**src/rtl/pipeline_hazard_controller.sv**
```systemverilog
// Stall/flush sequencer for the 5-stage core: covers load-use, taken branches,
// multicycle MUL/DIV in EX and data-bus wait states in MEM.
module pipeline_hazard_controller #(
  parameter int CNT_W       = 32,
  parameter int MEM_TIMEOUT = 64,
  parameter int TO_W        = 8
) (
  input  logic             clk,
  input  logic             rst_n,
  input  logic [4:0]       id_rs1,
  input  logic [4:0]       id_rs2,
  input  logic             id_uses_rs1,
  input  logic             id_uses_rs2,
  input  logic             ex_valid,
  input  logic [4:0]       ex_rd,
  input  logic             ex_mem_read,
  input  logic             branch_taken,
  input  logic             ex_muldiv_start,
  input  logic             ex_muldiv_done,
  input  logic             mem_req,
  input  logic             mem_ack,
  output logic             stall_pc,
  output logic             stall_if_id,
  output logic             stall_id_ex,
  output logic             stall_ex_mem,
  output logic             flush_if_id,
  output logic             flush_id_ex,
  output logic             bubble_ex_mem,
  output logic             mem_timeout,
  output logic [1:0]       state_o,
  output logic [CNT_W-1:0] stall_cycles
);

  typedef enum logic [1:0] {
    S_RUN     = 2'd0,
    S_MULDIV  = 2'd1,
    S_MEMWAIT = 2'd2
  } state_t;

  localparam int TO_LAST = (MEM_TIMEOUT > 0) ? (MEM_TIMEOUT - 1) : 0;

  state_t           state_q, state_d;
  logic [TO_W-1:0]  wait_cnt_q, wait_cnt_d;
  logic [CNT_W-1:0] stall_cnt_q;

  logic memstall, lu, to_hit;
  logic s_pc, s_ifid, s_idex, s_exmem, f_ifid, f_idex, b_exmem, to_pulse;

  assign memstall = mem_req & ~mem_ack;
  assign lu = ex_valid & ex_mem_read & (ex_rd != 5'd0) &
              ((id_uses_rs1 & (id_rs1 == ex_rd)) | (id_uses_rs2 & (id_rs2 == ex_rd)));
  assign to_hit = (MEM_TIMEOUT != 0) && (wait_cnt_q == TO_W'(TO_LAST));

  always_comb begin
    state_d    = state_q;
    wait_cnt_d = wait_cnt_q;
    s_pc       = 1'b0;
    s_ifid     = 1'b0;
    s_idex     = 1'b0;
    s_exmem    = 1'b0;
    f_ifid     = 1'b0;
    f_idex     = 1'b0;
    b_exmem    = 1'b0;
    to_pulse   = 1'b0;
    case (state_q)
      S_RUN: begin
        if (memstall) begin
          {s_pc, s_ifid, s_idex, s_exmem} = 4'b1111;
          wait_cnt_d = '0;
          state_d    = S_MEMWAIT;
        end else if (branch_taken) begin
          f_ifid = 1'b1;
          f_idex = 1'b1;
        end else if (ex_muldiv_start && !ex_muldiv_done) begin
          {s_pc, s_ifid, s_idex, b_exmem} = 4'b1111;
          state_d = S_MULDIV;
        end else if (lu) begin
          // One bubble clears ex_valid next cycle, so this stall ends by itself.
          {s_pc, s_ifid, f_idex} = 3'b111;
        end
      end
      S_MULDIV: begin
        if (!ex_muldiv_done || memstall) begin
          {s_pc, s_ifid, s_idex} = 3'b111;
          // A stalled MEM must keep its instruction rather than take a bubble.
          s_exmem = memstall;
          b_exmem = ~memstall;
        end else begin
          state_d = S_RUN;
        end
      end
      S_MEMWAIT: begin
        if (mem_ack) begin
          state_d = S_RUN;
        end else begin
          {s_pc, s_ifid, s_idex, s_exmem} = 4'b1111;
          if (to_hit) begin
            to_pulse   = 1'b1;
            wait_cnt_d = '0;
            state_d    = S_RUN;
          end else begin
            wait_cnt_d = wait_cnt_q + TO_W'(1);
          end
        end
      end
      default: state_d = S_RUN;
    endcase
  end

  // Reset must silence the pipeline controls even before any clock edge.
  assign stall_pc      = rst_n & s_pc;
  assign stall_if_id   = rst_n & s_ifid;
  assign stall_id_ex   = rst_n & s_idex;
  assign stall_ex_mem  = rst_n & s_exmem;
  assign flush_if_id   = rst_n & f_ifid;
  assign flush_id_ex   = rst_n & f_idex;
  assign bubble_ex_mem = rst_n & b_exmem;
  assign mem_timeout   = rst_n & to_pulse;
  assign state_o       = state_q;
  assign stall_cycles  = stall_cnt_q;

  always_ff @(posedge clk or negedge rst_n) begin
    if (!rst_n) begin
      state_q     <= S_RUN;
      wait_cnt_q  <= '0;
      stall_cnt_q <= '0;
    end else begin
      state_q    <= state_d;
      wait_cnt_q <= wait_cnt_d;
      if (s_pc && (stall_cnt_q != {CNT_W{1'b1}}))
        stall_cnt_q <= stall_cnt_q + CNT_W'(1);
    end
  end

endmodule

```
**config.mk**
```make
export PLATFORM = sky130hd
export DESIGN_NAME = pipeline_hazard_controller
export DESIGN_NICKNAME = d
export VERILOG_FILES = /design/src/rtl/pipeline_hazard_controller.sv
export SDC_FILE = /design/constraint.sdc
export NUM_CORES = 1
export LEC_CHECK = 0
export BUFFER_PORTS_ARGS = -buffer_cell sky130_fd_sc_hd__buf_4
export CAP_MARGIN = 0
export CORE_MARGIN = 5
export CORE_UTILIZATION = 35
export CTS_CLUSTER_DIAMETER = 50
export CTS_CLUSTER_SIZE = 20
export DETAILED_ROUTE_END_ITERATION = 10
export PLACE_DENSITY = 0.56
export SETUP_SLACK_MARGIN = 0.5
export SYNTH_ARGS = -nofsm -noshare
export SYNTH_HDL_FRONTEND = slang
export SYNTH_SLANG_ARGS = --single-unit
```
**constraint.sdc**
```tcl
create_clock -name clk -period 4.7 [get_ports clk]
set_input_delay 0.94 -clock clk [delete_from_list [all_inputs] [get_ports clk]]
set_output_delay 0.94 -clock clk [all_outputs]
set_load 0.05 [all_outputs]
```
# Word-level counts from Yosys, hierarchy flattened
# Index checks and enable logic that the tools add are counted.
dict set report word_totals {
  wordCells 80
  ff_bits 42
  inputBits 26
  out_inout_bits 42
}
dict set report classes {
  reduce_logical 9
  n_eq_ne 12
  addsub 2
  bitwise_logic 16
  n_mux 38
}
# cell n
set op_table {}
lappend op_table {{adder 32 x 1 -> 32 bit, second input constant} 1}
lappend op_table {{inequality test 32 bit, second input constant} 1}
lappend op_table {{two-way mux 8 bit} 3}
lappend op_table {{two-way mux 1 bit} 23}
lappend op_table {{one-hot mux 8 bit (2 select lines)} 1}
lappend op_table {{bitwise AND 1 bit} 13}
lappend op_table {{two-way mux 2 bit} 6}
lappend op_table {{equality test 5 bit} 2}
lappend op_table {{inequality test 3 bit, second input constant} 3}
lappend op_table {{one-hot mux 1 bit (3 select lines)} 3}
lappend op_table {{adder 8 x 1 -> 8 bit, second input constant} 1}
lappend op_table {{equality test 8 x 6 -> 1 bit, second input constant} 1}
lappend op_table {{inequality test 2 bit, second input constant} 3}
lappend op_table {{one-hot mux 2 bit (3 select lines)} 1}
lappend op_table {{nonzero test 5 bit} 1}
lappend op_table {{AND reduction 4 bit} 1}
lappend op_table {{AND reduction 3 bit} 1}
lappend op_table {{equality test 2 x 1 -> 1 bit, second input constant} 1}
lappend op_table {{equality test 2 bit, second input constant} 1}
lappend op_table {{logical AND 1 bit} 2}
lappend op_table {{zero test 2 bit} 1}
lappend op_table {{NOT 1 bit} 2}
lappend op_table {{one-hot mux 1 bit (2 select lines)} 1}
lappend op_table {{nonzero test 2 bit} 1}
lappend op_table {{3 further kinds} 3}

# Logic depth before layout (Yosys ltp)
dict set report depth {
  ltp_word 10
  depth_mapped 10
  depth_no_buf 8
}

# Worst setup path after synthesis
# OpenSTA, ideal clock, no wires.
dict set report synth_path {
  kind {input to output}
  from {in ex_rd[3]}
  to {out flush_id_ex}
  path_buffers 0
  slack_ns 0.593
  t_arrival_ns 3.167
  required_time_ns 3.760
  path_stages 6
  path_cell_list {xor2_1 nor4_1 a32oi_1 nor3_1 nor2_1 nor4_1}
}
dict set report synth_via {
  elab_chain_cells 10
  elab_cells_between_ends 14
  classes_between {eq/ne (2); mux (5); bitwise (6); reduce/logical (1)}
}
# element line_no
set synth_lines {}
lappend synth_lines {{from (decl)} 15} ;# input logic [4:0] ex_rd,
lappend synth_lines {{equality test 5 bit} 51} ;# ((id_uses_rs1 & (id_rs1 == ex_rd)) | (id_uses_rs2 & (id_rs2 == ex_rd)));
lappend synth_lines {{bitwise AND 1 bit} 51}
lappend synth_lines {{OR 1 bit} 51}
lappend synth_lines {{bitwise AND 1 bit *} 50} ;# assign lu = ex_valid & ex_mem_read & (ex_rd != 5'd0) &
lappend synth_lines {{two-way mux 1 bit *} 77} ;# end else if (lu) begin
lappend synth_lines {{two-way mux 1 bit *} 74} ;# end else if (ex_muldiv_start && !ex_muldiv_done) begin
lappend synth_lines {{two-way mux 1 bit *} 71} ;# end else if (branch_taken) begin
lappend synth_lines {{two-way mux 1 bit *} 67} ;# if (memstall) begin
lappend synth_lines {{two-way mux 1 bit *} 65} ;# case (state_q)
lappend synth_lines {{bitwise AND 1 bit *} 116} ;# assign flush_id_ex = rst_n & f_idex;
lappend synth_lines {{to (decl)} 27} ;# output logic flush_id_ex,
# Every way passes the cells marked *; elsewhere a longest branch is shown, timed or not.

# Final worst setup path
dict set report layout_path {
  from {in ex_rd[1]}
  to {out stall_pc}
}
dict set report layout_via {
  elab_chain_cells 10
  elab_cells_between_ends 14
  classes_between {eq/ne (2); mux (5); bitwise (6); reduce/logical (1)}
}
# element line_no
set layout_lines {}
lappend layout_lines {{equality test 5 bit} 51}
lappend layout_lines {{bitwise AND 1 bit} 51}
lappend layout_lines {{OR 1 bit} 51}
lappend layout_lines {{bitwise AND 1 bit *} 50}
lappend layout_lines {{two-way mux 1 bit *} 77}
lappend layout_lines {{two-way mux 1 bit *} 74}
lappend layout_lines {{two-way mux 1 bit *} 71}
lappend layout_lines {{two-way mux 1 bit *} 67}
lappend layout_lines {{one-hot mux 1 bit (3 select lines) *} 65}
lappend layout_lines {{bitwise AND 1 bit *} 111} ;# assign stall_pc = rst_n & s_pc;
lappend layout_lines {{to (decl)} 22} ;# output logic stall_pc,
# Marks and branches as above.

==> flow_metrics.tcl <==
set metrics [dict create \
    finalMaxSlewViolations 0 \
    crit_type "input port to output port" \
    crit_required_ns 3.76 \
    drive_gt1_frac 0.278 \
    status "completed" \
    worstPathMaxFanout 5 \
    die_w_um 90.2 \
    slew_headroom 0.432 \
    p_leak_nw 1.33 \
    worstSetupStartpointType "input port" \
    io_pins 68 \
    synth_flop_cell "dfrtp_1" \
    hold_class "flip-flop to flip-flop" \
    synth_top_cell_by_area "dfrtp_1" \
    synth_area_sq_mm 0.00225 \
    avgViaCountPerCell 5.05 \
    grt_pass1_wl_um 8840 \
    async_flop_share 1.00 \
    synthCells 226 \
    insertion_delay_ns 0.29 \
    area_growth_pct 28.6 \
    antenna_found_initial 0 \
    setup_slack_ns 1.35 \
    clk_pin_slew_ns 0.09 \
    grt_setup_unrepaired "false" \
    diodes 0 \
    netlist_top_cells_area "dfrtp_1 47%, xnor2_1 12%, xor2_1 5.8%" \
    numCtsBuffers 5 \
    period_share 0.713 \
    track_usage 0.128 \
    hold_buffers 0 \
    clock_skew_ns 0.00699 \
    vias 1880 \
    ys_ff_latch 42 \
    start_util 0.356 \
    drc 0 \
    fin_util 0.458 \
    gp_congestion 0.762 \
    die-area_sq_mm 0.00813 \
    cts_tree "done" \
    yosys_warnings 0 \
    grt_max_degree 47 \
    tightest_slew_ns 0.844 \
    hpwl_um 3740 \
    synth.top_cell.area_share 0.467 \
    nFillCells 625 \
    cts-root-buf "clkbuf_8" \
    cp-end-kind "output port" \
    routedWlPerCell_um 13.8 \
    min_period_ns 3.35 \
    layout.cells.non_filler 372 \
    postSynthAreaPerCell_sq_um 9.95 \
    coreArea_sq_mm 0.00631 \
    setup_viol 0 \
    first_global_vias 1859 \
    io_buffers 67 \
    wl_um 5130 \
    die_height_um 90.2 \
    htreeDepth 2 \
    max_cap_violations 0 \
    yosysSeqAreaShare 0.467 \
    overflow 0 \
    post_cts_buffers 0 \
    cts_sinks 42 \
    power_density_mw_per_mm2 325 \
    hold_viol 0 \
    placementRows 29 \
    synth_nets 254 \
    yosysUniqueCellTypes 39 \
    drtIter0Drc 61 \
    fmax_mhz 298 \
    dp_slack_ns 1.33 \
    nNetsFinal 322 \
    cts-resized-gates 0 \
    placed_cells 364 \
    synth_edf_count 0 \
    tns_ns 0 \
    drt_first_pass_iters 4 \
    ant_nets 0 \
    critPathArrivalTime_ns 2.41 \
    hold_ws_ns 0.500 \
    vdd_drop_max_mv 0.421 \
    clockBufferDepth 2 \
]
cell families (layout without fill, tap and decap cells):
kind of cell,Yosys count,in the layout,synth area share
buf+inv,11,80,0.0300
compound gates,15,15,0.0489
xor+xnor,46,46,0.179
mux,1,1,0.00501
flops,42,42,0.467
simple gates,109,109,0.259
fa+ha+maj,2,2,0.0111
cell type report:
class                      count  area [sq um]  area share
clock buffer                   5          68.8      0.0238
timing repair buffer          68           510       0.176
clock inverter                 3          21.3     0.00735
inverter                       4          15.0     0.00519
sequential                    42          1050       0.363
multi-input combinational    173          1130       0.391
tap                           77          96.3      0.0333
report_power, final:
| part | switching (mW) | internal (mW) | total [mW] |
|---|---|---|---|
| clock | 0.132 | 0.104 | 0.236 |
| sequential | 0.0432 | 0.391 | 0.434 |
| combinational | 0.175 | 0.0961 | 0.271 |
metrics by stage:
stage / power, mW / instance area (sq um)
finish: 0.941 / 2890
global route: 0.991 / 2890
CTS: 0.952 / 2890
detailed placement: 0.715 / 2800
global placement: 0.714 / 2800
floorplan: 0.622 / 2250
layout by cell type, fill, tap and decap left out, types with 3 or more instances in the layout:
cell,instances
buf_4,68
dfrtp_1,42
xnor2_1,31
nand3_1,21
nand2_1,19
nor2_1,19
xor2_1,15
nand4_1,13
and3_1,7
nor2b_1,5
clkbuf_8,5
nor4_1,4
inv_1,4
nor3_1,4
a21oi_1,4
o21ai_0,3
nor4b_1,3
path summary, 6_finish.rpt:
path                            startpoint              end  slack [ns]  cells after the start
setup / recovery                  ex_rd[1]         stall_pc        1.35                      7
hold / removal               wait_cnt_q[1]    wait_cnt_q[1]        0.50                      2
hold reg to reg              wait_cnt_q[1]    wait_cnt_q[1]        0.50                      2
setup reg to reg           stall_cycles[0]  stall_cycles[1]        2.45                      7
min in group asynchronous            rst_n    wait_cnt_q[7]        0.64                      1
max in group asynchronous            rst_n  stall_cycles[6]        3.68                      1
worst max-delay path, cell delays in order:
cell	delay, ns
buf_4	0.12
or4_1	0.54
o211ai_2	0.19
a2111o_1	0.15
o21bai_2	0.09
and2_1	0.19
buf_4	0.19
metal layers:
layer  vias to the layer above  share of wire  GRT usage  routed length (um)
met5                         -              0          0                   0
met4                         0          0.013     0.0360                  65
met3                         7          0.077     0.0442                 397
met2                        59           0.44      0.189                2240
met1                       889           0.47      0.177                2430
li1                        925              -          -                   -
Yosys cell counts, types with 2 or more instances:
cell type / count
dfrtp_1: 42
nand4_1: 13
xnor2_1: 31
nor2_1: 19
and3_1: 7
nand2_1: 19
clkbuf_1: 3
xor2_1: 15
nor4_1: 4
nor2b_1: 5
buf_6: 3
or3_1: 2
o21ai_0: 3
inv_1: 4
and2_1: 2
nand2b_1: 2
nor3_1: 4
ha_1: 2
a21oi_1: 4
nand3_1: 21
nor4b_1: 3
state kept, by name, indices dropped and copies added (netlist names):
name / flops
stall_cycles: 32
state_o: 2
wait_cnt_q: 8
Power figures use the tool's default switching activity.
